[src/rtl/mem_port_arbiter.sv]
// Arbitrates the single memory port between instruction fetch and data access.
// One transaction in flight at a time; data wins ties; flushed fetch responses are dropped.
module mem_port_arbiter #(
  parameter int unsigned ADDR_W = 32,
  parameter int unsigned DATA_W = 32
) (
  input  logic                clk,
  input  logic                rst_n,
  input  logic                i_req,
  input  logic [ADDR_W-1:0]   i_addr,
  input  logic                i_flush,
  output logic                i_valid,
  output logic [DATA_W-1:0]   i_rdata,
  input  logic                d_req,
  input  logic                d_we,
  input  logic [ADDR_W-1:0]   d_addr,
  input  logic [DATA_W-1:0]   d_wdata,
  input  logic [DATA_W/8-1:0] d_wstrb,
  output logic                d_valid,
  output logic [DATA_W-1:0]   d_rdata,
  output logic                mem_req,
  output logic                mem_we,
  output logic [ADDR_W-1:0]   mem_addr,
  output logic [DATA_W-1:0]   mem_wdata,
  output logic [DATA_W/8-1:0] mem_wstrb,
  input  logic                mem_gnt,
  input  logic                mem_rvalid,
  input  logic [DATA_W-1:0]   mem_rdata,
  output logic                stall_f,
  output logic                stall_m
);

  typedef enum logic [1:0] {StIdle, StWaitI, StWaitD} state_e;

  state_e state_q, state_d;
  logic   drop_q, drop_d;

  always_ff @(posedge clk or negedge rst_n) begin
    if (!rst_n) begin
      state_q <= StIdle;
      drop_q  <= 1'b0;
    end else begin
      state_q <= state_d;
      drop_q  <= drop_d;
    end
  end

  always_comb begin
    state_d   = state_q;
    drop_d    = drop_q;
    mem_req   = 1'b0;
    mem_we    = 1'b0;
    mem_addr  = '0;
    mem_wdata = '0;
    mem_wstrb = '0;
    i_valid   = 1'b0;
    i_rdata   = '0;
    d_valid   = 1'b0;
    d_rdata   = '0;
    // Every output is held at zero while reset is asserted, regardless of inputs.
    if (rst_n) begin
      unique case (state_q)
        StIdle: begin
          if (d_req) begin
            mem_req   = 1'b1;
            mem_we    = d_we;
            mem_addr  = d_addr;
            mem_wdata = d_wdata;
            mem_wstrb = d_wstrb;
            if (mem_gnt) state_d = StWaitD;
          end else if (i_req && !i_flush) begin
            mem_req  = 1'b1;
            mem_addr = i_addr;
            if (mem_gnt) state_d = StWaitI;
          end
        end
        StWaitI: begin
          if (i_flush) drop_d = 1'b1;
          if (mem_rvalid) begin
            state_d = StIdle;
            drop_d  = 1'b0;
            if (!drop_q && !i_flush) begin
              i_valid = 1'b1;
              i_rdata = mem_rdata;
            end
          end
        end
        StWaitD: begin
          if (mem_rvalid) begin
            state_d = StIdle;
            d_valid = 1'b1;
            d_rdata = mem_rdata;
          end
        end
        default: state_d = StIdle;
      endcase
    end
    stall_f = rst_n & i_req & ~i_valid & ~i_flush;
    stall_m = rst_n & d_req & ~d_valid;
  end

endmodule

[config.mk]
export PLATFORM = sky130hd
export DESIGN_NAME = mem_port_arbiter
export DESIGN_NICKNAME = d
export VERILOG_FILES = /design/src/rtl/mem_port_arbiter.sv
export SDC_FILE = /design/constraint.sdc
export NUM_CORES = 1
export LEC_CHECK = 0
export CAP_MARGIN = 20
export CORE_AREA = 2 2 108 110
export CTS_CLUSTER_DIAMETER = 60
export DETAILED_ROUTE_END_ITERATION = 7
export DIE_AREA = 0 0 110 112
export GPL_TIMING_DRIVEN = 0
export PLACE_DENSITY = 0.54
export SLEW_MARGIN = 20
export SYNTH_ARGS = -nofsm -noshare
export SYNTH_HDL_FRONTEND = slang
export SYNTH_SLANG_ARGS = --single-unit
[constraint.sdc]
create_clock -name clk -period 3.8 [get_ports clk]
set_input_delay 0.38 -clock clk [delete_from_list [all_inputs] [get_ports clk]]
set_output_delay 0.38 -clock clk [all_outputs]
set_load 0.02 [all_outputs]
Yosys cells after proc, flatten, opt, wreduce, memory -nomap -nowiden
Index checks and enable logic that the tools add are counted.
{ "word_totals": {"reg_bits": 3, "out_inout_bits": 138, "word_cells": 63} }
{ "op_classes": {"n_eq_ne": 5, "n_mux": 39, "bitwise_logic": 8, "reduce_logical": 9} }
{ "ops": {"columns": ["operator", "n"], "rows": [
  ["2-to-1 mux 32 bit", 14],
  ["2-to-1 mux 1 bit", 16],
  ["2-to-1 mux 4 bit", 3],
  ["2-to-1 mux 2 bit", 5],
  ["bitwise AND 1 bit", 5],
  ["case mux 2 bit (2 select lines)", 1],
  ["AND reduction 4 bit", 1],
  ["!= test 3 bit, second input constant", 1],
  ["NOT 1 bit", 3],
  ["AND reduction 3 bit", 1],
  ["== test 2 x 1 -> 1 bit, second input constant", 1],
  ["== test 2 bit, second input constant", 1],
  ["logical AND 1 bit", 2],
  ["logical NOT 1 bit", 2],
  ["logical NOT 2 bit", 1],
  ["!= test 2 x 1 -> 1 bit, second input constant", 1],
  ["!= test 2 bit, second input constant", 1],
  ["nonzero test 2 bit", 1],
  ["OR reduction 2 bit", 1]
]} }

Logic depth before layout (Yosys ltp)
Gate-level depths: netlist of the first run.
{ "depth": {"word_depth": 9, "ltp_mapped": 7, "ltp_nobuf": 5} }

Worst setup path after synthesis of the first run
OpenSTA, ideal clock, no wires.
{ "synth_timing": {"path_type": "register -> output", "from": "register state_q[0]", "to": "output mem_addr[18]", "t_arrival_ns": 1.448, "required_ns": 3.420, "slack_ns": 1.972, "stages_incl_launch_ff": 8, "path_cell_list": "dfrtp_1 -> inv_1 -> ha_1 -> and3_1 -> buf_6 -> buf_12 -> buf_12 -> a22o_1"} }
{ "synth_between": {"elab_chain_len": 3} }
{ "synth_rtl": {"columns": ["item", "line_no", "rtl"], "rows": [
  ["from (decl)", "35", "state_e state_q, state_d;"],
  ["from (signal assigned)", "40", "state_q <= StIdle;"],
  ["from (signal assigned)", "43", "state_q <= state_d;"],
  ["logical NOT 2 bit", "62", "unique case (state_q)"],
  ["2-to-1 mux 32 bit", "62", null],
  ["2-to-1 mux 32 bit", "61", "if (rst_n) begin"],
  ["to (decl)", "23", "output logic [ADDR_W-1:0] mem_addr,"]
]} }
No other way between the ends.

Worst setup path in the final report of the first run
{ "layout_timing": {"from": "input rst_n", "to": "output i_rdata[8]"} }
{ "layout_between": {"elab_chain_len": 1} }
{ "layout_rtl": {"columns": ["item", "line_no", "rtl"], "rows": [
  ["from (decl)", "8", "input logic rst_n,"],
  ["2-to-1 mux 32 bit", "61", null],
  ["to (decl)", "13", "output logic [DATA_W-1:0] i_rdata,"]
]} }
No other way between the ends.

==> out/summary.md, run 1 <==
The flow ran to the end, and the final reports show no timing, DRC or antenna violations. Summed area of non-filler cells in the final layout: 4380 sq um. Of the total synthesized cell area, the portion taken by XOR and XNOR cells is 0%. Leaving out filler cells and counting taps, the final layout contains 610.

The async set-reset flop share out of synthesis is 100%, and the clock latency at the later pin of the worst-skew pair is 0.22 ns. The logs give 16.2% for the fraction of power consumed by the clock network and 0 for the number of warnings printed during yosys synthesis. After layout, the minimum clock period comes to 3.01 ns. The switching component of the power was 0.406 mW; the final layout net count was 611.

The uppermost layer routed was met4. The die area was 12300 sq um. The post-synthesis simple-gate area fraction is 55.0%, and the adder and majority cell fraction of the synthesized area is 2.78%. The synthesized design contains 0 enable-type register cells.

Number of buffers added by the clock tree synthesis step: 3. Main combinational cell family by area after synthesis: simple AND/OR/NAND/NOR gates. The critical path goes through clkdlybuf4s50_1 > buf_4 > nand4b_1 > nor2_2 > clkbuf_1 > and2_1 > clkdlybuf4s50_1.

The placed cell area is 4300 sq um, and the part of the power in registers is 5.4%. The overall die width came out at 110 um. Port buffer count: 277.

In this run the critical register-to-register path is captured at state_q[0]$_DFFE_PN0P_. Global routing finished with a remaining overflow of 0. The worst slack after detailed placement was 0.727 ns; the post-synthesis mux area share was 0%. The run gives 0.373 ns as the smallest hold slack. For the count of antenna diodes in the layout, the log shows 0. The startpoint identified for the worst register-to-register timing path is state_q[0]$_DFFE_PN0P_. The maximum level of the CTS H-tree is 1, and the count of instances resized after the clock tree is built is 0. The via count of the first global-routing pass is 2469. The worst setup path is launched from an input pin. The core region is 11200 sq um. The maximum clock frequency is 0.333 GHz. The tools report the standby leakage power as 1.71 nW. The count of final max-slew check failures came out at 0.

The CTS clock-pin slew for the worst setup and hold paths was 0.03 ns. The synthesized netlist devotes 25.0% of its cell area to compound gates. The cell family contributing the most delay on the critical path is buffers and inverters.

The share of cells above drive strength 1 is 4.50%. Across all register-to-register paths, the minimum setup slack is 2.37 ns. The worst-margin pin slew came out at 0.372 ns. For the post-layout worst setup margin, the log shows 0.795 ns. The area fraction of the dominant cell type after synthesis is 46.8%, and the cell area after synthesis is 1350 sq um.

In this run the worst path has a maximum fanout of 10. The tools report the detailed-placement wirelength estimate as 7690 um. In this run the core area contains 39 standard-cell rows. The height of the chip came out at 112 um. Of all cell types, the one taking the most synthesized area is and2_1.

Setup violations remaining at the end of the flow were counted as 0. In this design, the critical path's most frequently occurring cell is clkdlybuf4s50_1. TritonCTS built the clock tree.

Once the floorplan was initialized, standard cells occupied 12.1% of the core. Detail-routed via count per cell: 3.93. Measured in cells, the most critical reg-to-reg path has a length of 5. Summing the sequential cell areas from Yosys gives 5.56% of the chip area. After detailed routing, the average wire length per cell comes to 14.5 um. The internal cell power is 0.633 mW. Placer's final routability congestion estimate: 0.763. Setup total negative slack on the finished layout was measured at 0 ns.

Count of final hold-check violations: 0. Cell with the largest stage delay on the worst path: clkdlybuf4s50_1. Setup repair after global routing left no endpoint under its margin. Tracing the worst setup path back leads to its startpoint at rst_n.

The root buffer cell was clkbuf_16. The number of nets produced by synthesis is 329, and the remaining number of nets flagged by the antenna check after routing is 0. The synthesis-stage register bit count is 3, and the max capacitance violation total is 0. The detailed route wirelength on metal2 is 4490 um.

A synthesized cell averages 7.26 sq um. Once placement completed, the tool counted placed cells totaling 606. The logs give 186 for the number of standard cells after synthesis and 3.42 ns for the required time at the endpoint of the critical path. Yosys mapped the design onto 28 distinct sky130hd cell types. The worst setup path category is in -> out. On the final layout, the worst clock skew is 0.00157 ns.

For this run, the leading register cell type out of synthesis is dfrtp_1. The number of buffers inserted by hold repair at cts was 0. The number of clock sinks is 3, and the power share of the combinational group is 78.5%.

Signed area change from the synthesized netlist to the final layout: 224%. The path class of the tightest hold or removal check is in -> async. The maximum number of pins on one net before global-route repair was 11. Initial antenna violation count: 0. The routed length on met1 is 3000 um, and the net switching share of the total power is 39.1%. The first routing iteration left 47 violations. The worst setup path is captured at an output pin.

The routed layout has 2396 vias. Data arrives at the worst endpoint at 2.63 ns. After synthesis, the cell types taking the most area are and2_1 (47%), a22o_1 (21%), dfrtp_1 (5.6%), buf_6 (3.3%), buf_12 (3.0%).

Across the VDD grid, the largest voltage drop is 0.160 mV. For this run, the slowest stage of the critical path takes 0.61 ns. In this run the power density over the cells is 237 nW/um^2. Summing internal, switching and leakage power gives 1.04 mW. The ratio of final minimum period to clock period was 79.1%. For this run, the share of the core covered by cells in the final layout is 39.2%. Headroom to the max-slew limit came out at 75.2%. Wires add up to 8840 um. The I/O pin count was 278; the detailed-routing iteration count for the pre-antenna-repair pass was 4.

Number of buffers and inverters on the critical path: 4. For this run, design rule violations remaining after detail routing come to 0. The tools report the number of buffers inserted to repair setup after CTS as 0.

For the global-route wire length before repair, the log shows 12600 um. After filler insertion, the fill cell instance count of the layout stands at 1143. The global routing usage summed across all routing layers is 13.0%, and the buffer depth of the longest clock path is 2.

The run gives 1300 um as the routed wire length on met3.
how the worst max path moves through the flow:
stage,slack (ns),cells past startpoint,to
2_1_floorplan,1.97,7,mem_addr[18]
3_3_place_gp,0.73,7,i_rdata[8]
3_5_place_dp,0.73,7,i_rdata[8]
4_1_cts,0.72,7,i_rdata[8]
5_1_grt,0.60,7,i_rdata[8]
6_report,0.79,7,i_rdata[8]
sequential cells by signal, indices dropped and copies added, names as in the netlist:
signal and count:
drop_q 1, state_q 2
layer usage:
metal | up-vias | track usage [%]
li1 | 1193 | -
met1 | 1040 | 12.7
met2 | 159 | 25.3
met3 | 4 | 5.21
met4 | 0 | 2.03
met5 | - | 0
Yosys cell counts, drive strengths merged (3+ instances only):
master,n
ha,3
nor2,4
and3,3
a22o,32
inv,4
and2,101
dfrtp,3
nand2,4
a31oi,3
buf,10
clkbuf,8
power groups by stage:
stage	clock network, mW	logic [mW]	registers (mW)
after floorplan	0	0.392	0.0541
after global routing	0.172	0.878	0.0577
after global placement	0	0.818	0.0566
final	0.168	0.815	0.0558
after CTS	0.170	0.827	0.0559
after detailed placement	0	0.822	0.0563
cells by family (layout without fill, tap and decap cells):
kind of cell	Yosys count	count (layout)
flops	3	3
buf+inv	22	303
simple gates	118	118
fa+ha+maj	3	3
compound gates	40	40
placed cells by master, fill, tap and decap left out:
master and count:
nand2_2 1, nor2_1 3, buf_4 1, nand4b_1 1, buf_12 2, clkdlybuf4s50_1 277
o22ai_1 1, inv_1 4, clkbuf_2 4, nor2_2 1, a21oi_1 1, nor2b_2 1
nand2_1 3, nand3_1 1, nor3b_4 1, buf_6 4, ha_1 3, a31oi_1 3
and3_1 3, and2_1 101, clkbuf_16 3, a22o_1 32, o211a_1 1, buf_2 3
dfrtp_1 3, a221o_1 1, nand2b_1 1, clkbuf_1 5, and3b_1 1, a211oi_1 1
cell type report:
type / instances / area, sq um / area share [%]
plain buffers: 18 / 143 / 3.26
clock buffers: 4 / 78.8 / 1.80
inverters: 4 / 15.0 / 0.343
multi-input cells: 161 / 1120 / 25.5
flip-flops and latches: 3 / 75.1 / 1.71
well taps: 143 / 179 / 4.08
repair buffers: 277 / 2770 / 63.3
Power figures use the tool's default switching activity.
==> run 2: changes to the inputs <==
--- a/config.mk
+++ b/config.mk
@@ -6,10 +6,10 @@
 export NUM_CORES = 1
 export LEC_CHECK = 0
 export CAP_MARGIN = 20
-export CORE_AREA = 2 2 108 110
+export CORE_AREA = 2 2 107 109
 export CTS_CLUSTER_DIAMETER = 60
 export DETAILED_ROUTE_END_ITERATION = 7
-export DIE_AREA = 0 0 110 112
+export DIE_AREA = 0 0 109 111
 export GPL_TIMING_DRIVEN = 0
 export PLACE_DENSITY = 0.54
 export SLEW_MARGIN = 20
==> constraint.sdc (replaced) <==
create_clock -name clk -period 3.1 [get_ports clk]
set_input_delay 0.31 -clock clk [delete_from_list [all_inputs] [get_ports clk]]
set_output_delay 0.31 -clock clk [all_outputs]
set_load 0.02 [all_outputs]
==> run 2 against run 1 <==
Sequential power rose by 23%; global-route usage rose by 3.4 points; cell area about the same; hold slack worse by 0.078 ns; non-clock buffer count is the same; clock power up 24%; cell count stayed put; register-to-register slack lost 0.71 ns; core utilization increased by 0.36 points.
==> out/summary.md, run 2 (synthesis results as in run 1) <==
The run finished with clean final reports. Port buffer count: 277 (unchanged). The logs give 0 (unchanged) for the DRC violation count after routing and 0 (unchanged) for the count of antenna diodes in the layout. The run gives 1120 sq um (unchanged) as the area used by multi-input combinational logic. The maximum level of the CTS H-tree was 1 (unchanged). Type of element launching the critical path: an input pin (unchanged). The number of buffers inserted to repair setup after CTS is 0 (unchanged). The setup TNS after final layout is 0 ns (unchanged), and the detail-routed via count per cell is 4.03 (was 3.93). The peak fanout along the critical path is 10 (unchanged), and the detailed-placement wirelength estimate is 9150 um (was 7690 um).

The post-layout total power was 1.30 mW (was 1.04 mW); the ratio of final minimum period to clock period was 95.8%. For the routing usage on met2, the log shows 28.3% (was 25.3%). The tools report the vias after detailed routing as 2458 (was 2396). The count of final hold-check violations was 0 (unchanged); the global-route wire length before repair was 14900 um (was 12600 um). The tools report the number of fill cells in the layout as 1123 (was 1143). TritonCTS built the clock tree. The average detailed-routed wire length per instance came out at 17.4 um (was 14.5 um). The height of the chip works out to 111 um (was 112 um). The largest vdd supply drop was 0.140 mV (was 0.160 mV); the final number of setup-violating endpoints was 0 (unchanged). Subtracting the final worst setup slack from the clock period gives 2.97 ns. The tools report the max capacitance violation total as 0 (unchanged).

Final layout net count: 611 (unchanged). The worst-margin pin slew was 0.411 ns (was 0.372 ns); the share of cells above drive strength 1 was 4.71% (was 4.50%). Chain of cells forming the critical path: clkdlybuf4s50_1 > buf_4 > nand2_2 > nor3b_4 > buf_6 > a22o_1 > clkdlybuf4s50_1 (was clkdlybuf4s50_1 > buf_4 > nand4b_1 > nor2_2 > clkbuf_1 > and2_1 > clkdlybuf4s50_1). Root buffer cell: clkbuf_16 (unchanged). The first-iteration detailed-routing DRC count was 89 (was 47). For the headroom to the max-slew limit, the log shows 72.5% (was 75.2%). The global routing usage summed across all routing layers is 16.3% (was 13.0%). The CTS clock-pin slew for the worst setup and hold paths is 0.03 ns (about the same). For the required time at the endpoint of the critical path, the log shows 2.79 ns (was 3.42 ns). The routing usage on met1 is 18.7% (was 12.7%), and the overflow left after global routing is 0 (unchanged). The standby leakage power was 1.72 nW (was 1.71 nW); the number of clock sinks was 3 (unchanged). For the maximum number of pins on one net before global-route repair, the log shows 11 (unchanged). Type of element capturing the critical path: an output pin (unchanged). Power density over cell area: 296 nW/um^2 (was 237 nW/um^2). The die area was 12100 sq um (was 12300 sq um). The cell with the largest stage delay on the worst path is clkdlybuf4s50_1 (unchanged).

Overall die width: 109 um (was 110 um). The logs give 0.337 GHz for the maximum clock frequency and 0.772 (was 0.763) for the placer's final routability congestion estimate. Setup repair after global routing left no endpoint under its margin. The logs give 0.23 ns (was 0.22 ns) for the clock latency at the later pin of the worst-skew pair and 2 (unchanged) for the buffer depth of the longest clock path. The count of instances resized after the clock tree is built came out at 0 (unchanged). The detailed-routing iteration count for the pre-antenna-repair pass is 4 (unchanged). Summed area of non-filler cells in the final layout: 4380 sq um (about the same). The number of standard-cell rows in the floorplan was 39 (unchanged). The tools report the routed wire length as 10600 um (was 8840 um). The register with the highest flop count is state_q (unchanged).

The busiest layer in global routing is met2 (unchanged). The placed cell area came out at 4300 sq um (unchanged). Core area: 11100 sq um (was 11200 sq um). Largest registers: state_q x2, drop_q x1 (unchanged).

The signed area change from the synthesized netlist to the final layout is 225% (was 224%). The run gives 12.2% (was 12.1%) as the initial standard-cell utilization of the core. The remaining number of nets flagged by the antenna check after routing is 0 (unchanged). The combined flip-flop and latch cell area came out at 75.1 sq um (unchanged).

The library cell appearing most often on the critical path was clkdlybuf4s50_1 (unchanged). The number of buffers added by the clock tree synthesis step came out at 3 (unchanged). The count of final max-slew check failures was 0 (unchanged). The tools report the initial antenna violation count as 0 (unchanged).

Worst setup path category: in -> out (unchanged). The number of flip-flops under the largest register name is 2 (unchanged), and the highest cell delay on the worst timing path is 0.69 ns (was 0.61 ns). Top library cells by usage in the layout, fill and taps aside: clkdlybuf4s50_1 (277), and2_1 (101), a22o_1 (32) (unchanged).

The worst clock skew was 0.00119 ns (was 0.00157 ns); the met3 track demand over resource in global routing was 6.47% (was 5.21%). Type of the tightest min-delay check: in -> async (unchanged). The I/O pin count is 278 (unchanged). The most common cell after layout, fill and taps aside was clkdlybuf4s50_1 (unchanged).

The logs give 2539 (was 2469) for the via count of the first global-routing pass and 2.66 ns (was 2.63 ns) for the worst path arrival time. The number of buffers inserted by hold repair at cts came out at 0 (unchanged).
[run 2: changes by cell type in the layout (fill, tap and decap cells not counted)]
cell	previous run	this run
clkbuf_2	4	5
clkbuf_1	5	4
[run 2: layer usage]
metal | vias up | share of wire, %
li1 | 1189 | -
met1 | 1089 | 40
met2 | 170 | 46
met3 | 10 | 13
met4 | 0 | 1.2
met5 | - | 0
[run 2: area by class of cell]
type / count / share of cell area, %
Buffer: 18 / 3.28
Clock buffer: 4 / 1.80
Inverter: 4 / 0.343
Multi-Input combinational cell: 161 / 25.5
Sequential cell: 3 / 1.71
Tap cell: 143 / 4.08
Timing Repair Buffer: 277 / 63.3
[run 2: worst max-delay path: cells and delay by family]
kind,cells,cell delay (ns)
AOI/OAI and AO/OA,1,0.25
buffers and inverters,4,1.67
and+or+nand+nor,2,0.43
[run 2: power breakdown]
group          switching [mW]  leakage, nW  internal [mW]  total [mW]
registers              0.0114       0.0378         0.0572      0.0687
clock network          0.0381       0.0382          0.170       0.208
logic                   0.471         1.64          0.550        1.02
[run 2: stage by stage]
stage          setup WS, ns  std cells  utilization [%]  hold WS [ns]
2_1_floorplan          1.34        186                -        0.0144
3_3_place_gp         0.0995        606             38.8         0.537
3_5_place_dp          0.109        606             38.8         0.538
4_1_cts              0.0949        610             39.5         0.302
5_1_grt             0.00364        610             39.6         0.312
6_report              0.131        610             39.6         0.295
[run 2: final timing paths]
check / startpoint / to / slack (ns) / cells past startpoint
worst max-delay path: rst_n / mem_addr[18] / 0.13 / 7
worst min-delay path: rst_n / drop_q$_DFFE_PN0P_ / 0.30 / 1
worst max register to register: state_q[0]$_DFFE_PN0P_ / state_q[0]$_DFFE_PN0P_ / 1.66 / 5
worst min register to register: state_q[0]$_DFFE_PN0P_ / state_q[0]$_DFFE_PN0P_ / 0.56 / 1
max in group asynchronous: rst_n / state_q[0]$_DFFE_PN0P_ / 2.63 / 1
min in group clk: state_q[0]$_DFFE_PN0P_ / state_q[0]$_DFFE_PN0P_ / 0.56 / 1
